===== src/rtl/bfc_pkg.sv =====
// Shared definitions for bit_flip_counter_array.
// Holds the edge-mode encodings, a popcount helper and a wrap/saturate adder.
// Both helpers work at BFC_MAX_W bits; callers zero-extend narrower operands,
// so DATA_W and COUNT_W must not exceed BFC_MAX_W.
package bfc_pkg;

  localparam int unsigned BFC_MAX_W = 64;

  typedef enum logic [1:0] {
    MODE_BOTH = 2'b00,
    MODE_RISE = 2'b01,
    MODE_FALL = 2'b10,
    MODE_HOLD = 2'b11
  } bfc_mode_e;

  // Number of set bits in i_vec.
  function automatic logic [BFC_MAX_W-1:0] bfc_popcount(input logic [BFC_MAX_W-1:0] i_vec);
    logic [BFC_MAX_W-1:0] cnt;
    cnt = '0;
    for (int i = 0; i < int'(BFC_MAX_W); i++) begin
      cnt = cnt + BFC_MAX_W'(i_vec[i]);
    end
    return cnt;
  endfunction

  // Returns {ovf, sum}; i_max is the all-ones value of the real counter width.
  // ovf is set whenever the true sum exceeds i_max, which also covers a
  // saturated counter receiving a non-zero increment.
  function automatic logic [BFC_MAX_W:0] bfc_add(input logic [BFC_MAX_W-1:0] i_cur,
                                                 input logic [BFC_MAX_W-1:0] i_inc,
                                                 input logic [BFC_MAX_W-1:0] i_max,
                                                 input logic                 i_sat);
    logic [BFC_MAX_W:0]   sum;
    logic                 ovf;
    logic [BFC_MAX_W-1:0] res;
    sum = {1'b0, i_cur} + {1'b0, i_inc};
    ovf = (sum > {1'b0, i_max});
    if (!ovf)       res = sum[BFC_MAX_W-1:0];
    else if (i_sat) res = i_max;
    else            res = sum[BFC_MAX_W-1:0] & i_max;
    return {ovf, res};
  endfunction

endpackage


===== src/rtl/bfc_edge_detect.sv =====
// Input synchroniser and per-bit transition detector.
// Ports: clk, reset_n (async active-low), i_clear (drops priming, zeroes prev),
//        i_mode (edge mode), i_data (asynchronous bus),
//        o_flip_c (combinational masked flip vector, zero while unprimed).
// Priming waits until the synchroniser has flushed after reset, so a bus that
// is already non-zero at power-on is never counted as a flip.
module bfc_edge_detect #(
  parameter int unsigned DATA_W      = 8,
  parameter int unsigned SYNC_STAGES = 2
) (
  input  logic              clk,
  input  logic              reset_n,
  input  logic              i_clear,
  input  logic [1:0]        i_mode,
  input  logic [DATA_W-1:0] i_data,
  output logic [DATA_W-1:0] o_flip_c
);
  import bfc_pkg::*;

  logic [SYNC_STAGES-1:0][DATA_W-1:0] r_sync;
  logic [SYNC_STAGES-1:0]             r_fill;
  logic [DATA_W-1:0]                  r_prev;
  logic                               r_primed;
  logic [DATA_W-1:0]                  w_s;
  logic [DATA_W-1:0]                  w_flip;
  logic                               w_filled;

  assign w_s      = r_sync[SYNC_STAGES-1];
  assign w_filled = r_fill[SYNC_STAGES-1];
  assign w_flip   = w_s ^ r_prev;

  // Synchroniser chain plus a marker that tracks when it holds real bus data.
  always_ff @(posedge clk or negedge reset_n) begin
    if (!reset_n) begin
      r_sync <= '0;
      r_fill <= '0;
    end else begin
      r_sync <= {r_sync[SYNC_STAGES-2:0], i_data};
      r_fill <= {r_fill[SYNC_STAGES-2:0], 1'b1};
    end
  end

  // prev follows s every cycle so re-enabling never counts stale edges.
  always_ff @(posedge clk or negedge reset_n) begin
    if (!reset_n) begin
      r_prev   <= '0;
      r_primed <= 1'b0;
    end else if (i_clear) begin
      r_prev   <= '0;
      r_primed <= 1'b0;
    end else begin
      r_prev <= w_s;
      if (w_filled) r_primed <= 1'b1;
    end
  end

  // Edge-mode masking.
  always_comb begin
    o_flip_c = '0;
    if (r_primed) begin
      case (bfc_mode_e'(i_mode))
        MODE_BOTH: o_flip_c = w_flip;
        MODE_RISE: o_flip_c = w_s & w_flip;
        MODE_FALL: o_flip_c = ~w_s & w_flip;
        default:   o_flip_c = '0;
      endcase
    end
  end

endmodule


===== src/rtl/bit_flip_counter_array.sv =====
// Aggregate and per-bit flip counters for a synchronised DATA_W-bit bus.
// Ports: clk, reset_n (async active-low), enable, clear, mode, saturate,
//        data_in, ch_sel -> total_count, ch_count, overflow;
//        snap_req -> snap_count, snap_valid; thresh -> irq.
// Optional: define BFC_THRESH_IRQ_EN to build the sticky threshold interrupt;
// otherwise irq is tied low and thresh is ignored.
module bit_flip_counter_array #(
  parameter int unsigned DATA_W      = 8,
  parameter int unsigned COUNT_W     = 16,
  parameter int unsigned SYNC_STAGES = 2
) (
  input  logic                                           clk,
  input  logic                                           reset_n,
  input  logic                                           enable,
  input  logic                                           clear,
  input  logic [1:0]                                     mode,
  input  logic                                           saturate,
  input  logic [DATA_W-1:0]                              data_in,
  input  logic [((DATA_W > 1) ? $clog2(DATA_W) : 1)-1:0] ch_sel,
  output logic [COUNT_W-1:0]                             total_count,
  output logic [COUNT_W-1:0]                             ch_count,
  output logic                                           overflow,
  input  logic                                           snap_req,
  output logic [COUNT_W-1:0]                             snap_count,
  output logic                                           snap_valid,
  input  logic [COUNT_W-1:0]                             thresh,
  output logic                                           irq
);
  import bfc_pkg::*;

  localparam logic [BFC_MAX_W-1:0] CNT_MAX = BFC_MAX_W'({COUNT_W{1'b1}});

  logic [DATA_W-1:0]  w_flip_c;
  logic [COUNT_W-1:0] r_total;
  logic [COUNT_W-1:0] r_cnt [DATA_W];
  logic               r_ovf;
  logic [COUNT_W-1:0] r_ch_count;
  logic [COUNT_W-1:0] r_snap_count;
  logic               r_snap_valid;
  logic [BFC_MAX_W:0] w_tot_add;
  logic [BFC_MAX_W:0] w_ch_add [DATA_W];
  logic [COUNT_W-1:0] w_total_d;
  logic               w_any_ovf;
  logic               w_unused;

  bfc_edge_detect #(
    .DATA_W      (DATA_W),
    .SYNC_STAGES (SYNC_STAGES)
  ) u_edge (
    .clk      (clk),
    .reset_n  (reset_n),
    .i_clear  (clear),
    .i_mode   (mode),
    .i_data   (data_in),
    .o_flip_c (w_flip_c)
  );

  // Adders for the aggregate and per-bit counters; unused high bits are folded away.
  always_comb begin
    w_tot_add = bfc_add(BFC_MAX_W'(r_total), bfc_popcount(BFC_MAX_W'(w_flip_c)), CNT_MAX, saturate);
    w_any_ovf = w_tot_add[BFC_MAX_W];
    w_unused  = ^w_tot_add;
    for (int i = 0; i < int'(DATA_W); i++) begin
      w_ch_add[i] = bfc_add(BFC_MAX_W'(r_cnt[i]), BFC_MAX_W'(w_flip_c[i]), CNT_MAX, saturate);
      w_any_ovf   = w_any_ovf | w_ch_add[i][BFC_MAX_W];
      w_unused    = w_unused ^ (^w_ch_add[i]);
    end
`ifndef BFC_THRESH_IRQ_EN
    w_unused = w_unused ^ (^thresh);
`endif
  end

  // Next aggregate value; clear has priority over counting.
  always_comb begin
    w_total_d = r_total;
    if (clear)       w_total_d = '0;
    else if (enable) w_total_d = w_tot_add[COUNT_W-1:0];
  end

  // Counters and sticky overflow.
  always_ff @(posedge clk or negedge reset_n) begin
    if (!reset_n) begin
      r_total <= '0;
      r_ovf   <= 1'b0;
      for (int i = 0; i < int'(DATA_W); i++) r_cnt[i] <= '0;
    end else begin
      r_total <= w_total_d;
      if (clear) begin
        r_ovf <= 1'b0;
        for (int i = 0; i < int'(DATA_W); i++) r_cnt[i] <= '0;
      end else if (enable) begin
        if (w_any_ovf) r_ovf <= 1'b1;
        for (int i = 0; i < int'(DATA_W); i++) r_cnt[i] <= w_ch_add[i][COUNT_W-1:0];
      end
    end
  end

  // Registered channel readout; out-of-range selects read as zero.
  always_ff @(posedge clk or negedge reset_n) begin
    if (!reset_n)                     r_ch_count <= '0;
    else if (clear)                   r_ch_count <= '0;
    else if (32'(ch_sel) < DATA_W)    r_ch_count <= r_cnt[ch_sel];
    else                              r_ch_count <= '0;
  end

  // Snapshot captures the pre-update total, including on a clear edge.
  always_ff @(posedge clk or negedge reset_n) begin
    if (!reset_n) begin
      r_snap_count <= '0;
      r_snap_valid <= 1'b0;
    end else begin
      r_snap_valid <= snap_req;
      if (snap_req) r_snap_count <= r_total;
    end
  end

`ifdef BFC_THRESH_IRQ_EN
  logic r_irq;

  // Sticky threshold interrupt on the newly registered total.
  always_ff @(posedge clk or negedge reset_n) begin
    if (!reset_n)                                          r_irq <= 1'b0;
    else if (clear)                                        r_irq <= 1'b0;
    else if ((thresh != '0) && (w_total_d >= thresh))      r_irq <= 1'b1;
  end

  assign irq = r_irq;
`else
  assign irq = 1'b0;
`endif

  assign total_count = r_total;
  assign ch_count    = r_ch_count;
  assign overflow    = r_ovf;
  assign snap_count  = r_snap_count;
  assign snap_valid  = r_snap_valid;

endmodule


===== config.mk =====
export PLATFORM = sky130hd
export DESIGN_NAME = bit_flip_counter_array
export DESIGN_NICKNAME = d
export VERILOG_FILES = /design/src/rtl/bfc_pkg.sv /design/src/rtl/bfc_edge_detect.sv /design/src/rtl/bit_flip_counter_array.sv
export SDC_FILE = /design/constraint.sdc
export NUM_CORES = 1
export LEC_CHECK = 0
export ABC_AREA = 1
export BUFFER_PORTS_ARGS = -buffer_cell sky130_fd_sc_hd__buf_2
export CORE_ASPECT_RATIO = 0.7
export CORE_MARGIN = 2
export CORE_UTILIZATION = 45
export CTS_BUF_LIST = sky130_fd_sc_hd__clkbuf_4 sky130_fd_sc_hd__clkbuf_8
export CTS_CLUSTER_SIZE = 10
export DETAILED_ROUTE_END_ITERATION = 12
export HOLD_SLACK_MARGIN = 0.12
export PLACE_DENSITY_LB_ADDON = 0.2
export SLEW_MARGIN = 20
export SYNTH_ARGS = -nofsm -noshare
export SYNTH_HDL_FRONTEND = slang
export SYNTH_SLANG_ARGS = --single-unit

===== constraint.sdc =====
create_clock -name clk -period 11.88 [get_ports clk]
set_clock_uncertainty 0.1 [all_clocks]
set_input_delay 2.97 -clock clk [delete_from_list [all_inputs] [get_ports clk]]
set_output_delay 2.97 -clock clk [all_outputs]
set_load 0.01 [all_outputs]

==> qor.txt <==
=======================================================================================
Num rows .................................................................           49
Worst reg2reg startpoint ................................................. u_edge.r_primed
Max Root-Sink Buffers ....................................................            3
Post-Syn Nets ............................................................         1626
Cell type contributing the most total cell area after synthesis .......... sky130_fd_sc_hd__dfrtp_1
NumNets Final ............................................................         1672
Final-report max-slew violation count ....................................            0
Setup TNS ................................................................         0 ns
Unrepaired setup endpoints after global routing ..........................           no
End of the worst hold path ............................................... u_edge.w_s[3]
Post-layout utilization of the core ......................................        51.5%
Insertion delay to the later sink of the worst-skew pair .................      0.56 ns
Root buffer cell ......................................................... sky130_fd_sc_hd__clkbuf_8
Post-CTS Repair Setup Buffers ............................................            0
Clock tree from TritonCTS ................................................         done
Hold-fix buffers at CTS ..................................................            0
Depth of the worst hold-timing path ......................................            0
Number of violations reported at the end of detailed-routing iteration 0 .         1061
Path type of the worst setup path ........................................    in -> reg
Buffers on Ports .........................................................           68
Floorplan die height .....................................................       141 um
Final antenna-violating net count ........................................            0
Antenna violations before repair .........................................            0
Sequential area share after synthesis ....................................        42.7%
Data arrival time of the critical path ...................................      8.00 ns
Number of vias after detailed routing ....................................        10700
Number of H-tree levels ..................................................            2
Number of gates resized after CTS ........................................            0
Tightest Pin Transition ..................................................      1.12 ns
Share of final-layout standard cells stronger than drive strength 1 ......        12.9%
Gp weighted congestion ...................................................        0.858
Leading post-synthesis cells by instance count ........................... 319 x sky130_fd_sc_hd__nand2_1, 219 x sky130_fd_sc_hd__o21ai_0, 205 x sky130_fd_sc_hd__dfrtp_1
Worst hold path startpoint ............................................... u_edge.r_sync[3]
Relative slew margins ....................................................        25.2%
Fmax .....................................................................      131 MHz
Top cells by area, synth ................................................. sky130_fd_sc_hd__dfrtp_1 43%, sky130_fd_sc_hd__nand2_1 10%, sky130_fd_sc_hd__o21ai_0 9.1%
Post-synth design cell area ..............................................  12000 sq um
Critical-path cell list .................................................. buf_2 -> ha_1 -> nor2_1 -> o21ai_0 -> a211oi_1 -> inv_1 -> fa_1 -> inv_1 -> fa_1 -> inv_1 -> fa_1 -> inv_1 -> fa_1 -> inv_1 -> fa_1 -> o21ai_2 -> nand2_2 -> nor2_4 -> nand2_2 -> nor2_4 -> nand4_4 -> inv_2 -> o21ai_0 -> o21ai_0
Instance count of the mapped netlist .....................................         1561
Number of synthesized register bits ......................................          205
Total global-route track usage ...........................................        24.7%
Boundary Pins ............................................................           86
Critical path's slowest cell ............................................. sky130_fd_sc_hd__fa_1
Overall die area .........................................................  28000 sq um
Horizontal die dimension .................................................       199 um
Required arrival time at the worst endpoint ..............................     12.24 ns
Asr flop ratio synth .....................................................         100%
Number of global-route vias before repair ................................         9759
Remaining DRCs ...........................................................            0
Setup violations, final ..................................................            0
Antenna fix cells ........................................................            0
Tightest Hold Check Type .................................................   reg -> reg
Clk slew on worst S/H paths ..............................................      0.06 ns
Critical Path Start Type .................................................   input port
Outcome ..................................................................    completed
Synthesized area divided by synthesized cell count .......................   7.69 sq um
Yosys warnings ...........................................................            0
Fin crit period ..........................................................      7.64 ns
Detailed-route wire length per cell ......................................      16.9 um
Power per cell area ......................................................  119 nW/um^2
Top-area cell type share of the netlist area .............................        42.7%
CP Capture Type ..........................................................         flop
Dominant cell by count in the synthesized netlist ........................ sky130_fd_sc_hd__nand2_1
Number of enable flip-flop cells after synthesis .........................            0
Total count of hold-check failures in the final report ...................            0
Starting utilization of the core area ....................................        46.3%
Delay of the slowest critical-path stage .................................      0.52 ns
Core Region ..............................................................  25900 sq um
Share of the clock period used by the worst path after layout ............        64.3%
IR Drop Worst-Case VDD ...................................................    0.0967 mV
Syn-to-layout area delta .................................................        11.2%
Leftover overflow at the end of global routing ...........................            0
Final routed wirelength across all metal layers ..........................     33700 um
Largest net degree at the start of global routing ........................           99
Dpl hpwl .................................................................     22900 um
First-pass GRT wire length ...............................................     54100 um
Total iterations of the first detailed-routing run .......................            7
Reg-to-reg critical path endpoint ........................................ total_count[6]
Largest driver fanout on the critical path ...............................           12
Count of clock tree sinks ................................................          205
TritonCTS buffer count ...................................................           36
Fill count ...............................................................         2525
Slack of the worst reg-to-reg path .......................................      6.59 ns
Main synth FF type ....................................................... sky130_fd_sc_hd__dfrtp_1
Max Cap Violations .......................................................            0
Unique masters post-synth ................................................           46
Via count normalized by instance count ...................................         5.37
Leak Pwr .................................................................   0.00636 uW
FF-to-FF path depth ......................................................           23
=======================================================================================
-- where the power goes --
group          total, uW  internal (uW)  switching, uW
Sequential           726            717           8.90
Combinational        145           39.1            106
Clock                720            415            305
-- metrics by stage --
stage | hold slack [ns] | std cells | total power (uW) | setup slack, ns | instance area [sq um]
detailed placement | 0.235 | 1926 | 883 | 3.67 | 12600
floorplan | 0.231 | 1561 | 819 | 4.67 | 12000
global placement | 0.232 | 1926 | 880 | 3.70 | 12600
CTS | 0.243 | 1989 | 1610 | 4.23 | 13400
global route | 0.256 | 1989 | 1660 | 3.91 | 13400
finish | 0.240 | 1989 | 1590 | 4.24 | 13400
-- kinds of logic after synthesis --
| kind of cell | count (synthesis) | synth area share (%) |
|---|---|---|
| compound gates | 420 | 18.6 |
| xor+xnor | 69 | 5.03 |
| fa+ha+maj | 30 | 3.44 |
| buf+inv | 262 | 8.57 |
| flops | 205 | 42.7 |
| other cells | 2 | 0.0625 |
| simple gates | 573 | 21.5 |
-- layer usage --
layer	share of wire, %	GRT usage, %
met1	51	40.1
met2	40	32.4
met3	7.2	4.83
met4	1.9	6.68
met5	0	0
-- registers in the layout, indices dropped and copies added (netlist names) --
name	cells
ch_count	16
overflow	1
r_cnt	128
snap_count	16
snap_valid	1
total_count	16
u_edge.r_fill	2
u_edge.r_prev	8
u_edge.r_primed	1
u_edge.r_sync	8
u_edge.w_s	8
-- worst max path at each step --
| stage | start | end | cells past startpoint |
|---|---|---|---|
| after floorplan | mode[0] | total_count[7] | 27 |
| after global placement | mode[0] | total_count[2] | 24 |
| after detailed placement | mode[0] | total_count[2] | 24 |
| after CTS | mode[0] | total_count[6] | 24 |
| after global routing | mode[0] | total_count[0] | 27 |
| final | mode[0] | total_count[6] | 24 |
-- worst max-delay path: cells and delay by family --
| kind | cells | cell delay (ns) |
|---|---|---|
| AND/OR/NAND/NOR | 6 | 0.99 |
| AO/OA/AOI/OAI | 5 | 1.13 |
| buffers and inverters | 7 | 0.72 |
| adder cells (fa/ha/maj) | 6 | 2.21 |
-- cell type report --
class / instances / area [sq um] / share of cell area [%]
Multi-Input combinational cell: 1094 / 5860 / 43.8
Tap cell: 357 / 447 / 3.34
Timing Repair Buffer: 77 / 418 / 3.13
Clock inverter: 2 / 38.8 / 0.290
Sequential cell: 205 / 5130 / 38.4
Inverter: 193 / 724 / 5.42
Clock buffer: 61 / 746 / 5.58
-- cells in the final DEF (no fill, tap or decap), types with 2 or more instances in the layout --
master / synthesis / layout
sky130_fd_sc_hd__nand3_1: 61 / 61
sky130_fd_sc_hd__inv_2: 10 / 11
sky130_fd_sc_hd__nand2_2: 7 / 7
sky130_fd_sc_hd__clkbuf_8: 0 / 46
sky130_fd_sc_hd__a22o_1: 6 / 6
sky130_fd_sc_hd__buf_2: 12 / 67
sky130_fd_sc_hd__ha_1: 25 / 25
sky130_fd_sc_hd__xor2_1: 67 / 67
sky130_fd_sc_hd__o21ai_0: 219 / 219
sky130_fd_sc_hd__conb_1: 2 / 2
sky130_fd_sc_hd__fa_1: 5 / 5
sky130_fd_sc_hd__clkbuf_4: 0 / 15
sky130_fd_sc_hd__nor2_1: 97 / 97
sky130_fd_sc_hd__nor3_2: 9 / 9
sky130_fd_sc_hd__a31oi_1: 20 / 20
sky130_fd_sc_hd__xnor2_1: 2 / 2
sky130_fd_sc_hd__clkinv_1: 1 / 2
sky130_fd_sc_hd__a21oi_1: 107 / 107
sky130_fd_sc_hd__o22ai_1: 15 / 15
sky130_fd_sc_hd__nor4_1: 2 / 2
sky130_fd_sc_hd__a32o_1: 2 / 2
sky130_fd_sc_hd__nand4_1: 23 / 23
sky130_fd_sc_hd__buf_4: 4 / 9
sky130_fd_sc_hd__nor3_1: 15 / 15
sky130_fd_sc_hd__inv_1: 182 / 180
sky130_fd_sc_hd__dfrtp_1: 205 / 205
sky130_fd_sc_hd__o21ai_2: 5 / 5
sky130_fd_sc_hd__nor2_2: 15 / 14
sky130_fd_sc_hd__a21o_1: 4 / 4
sky130_fd_sc_hd__o21ai_1: 35 / 35
sky130_fd_sc_hd__nand2_1: 319 / 319
sky130_fd_sc_hd__o2111a_1: 4 / 4
sky130_fd_sc_hd__or2_2: 7 / 7
sky130_fd_sc_hd__nor2_4: 8 / 9
sky130_fd_sc_hd__nand4_2: 4 / 4
No activity file was read; power rests on OpenSTA's default activity.
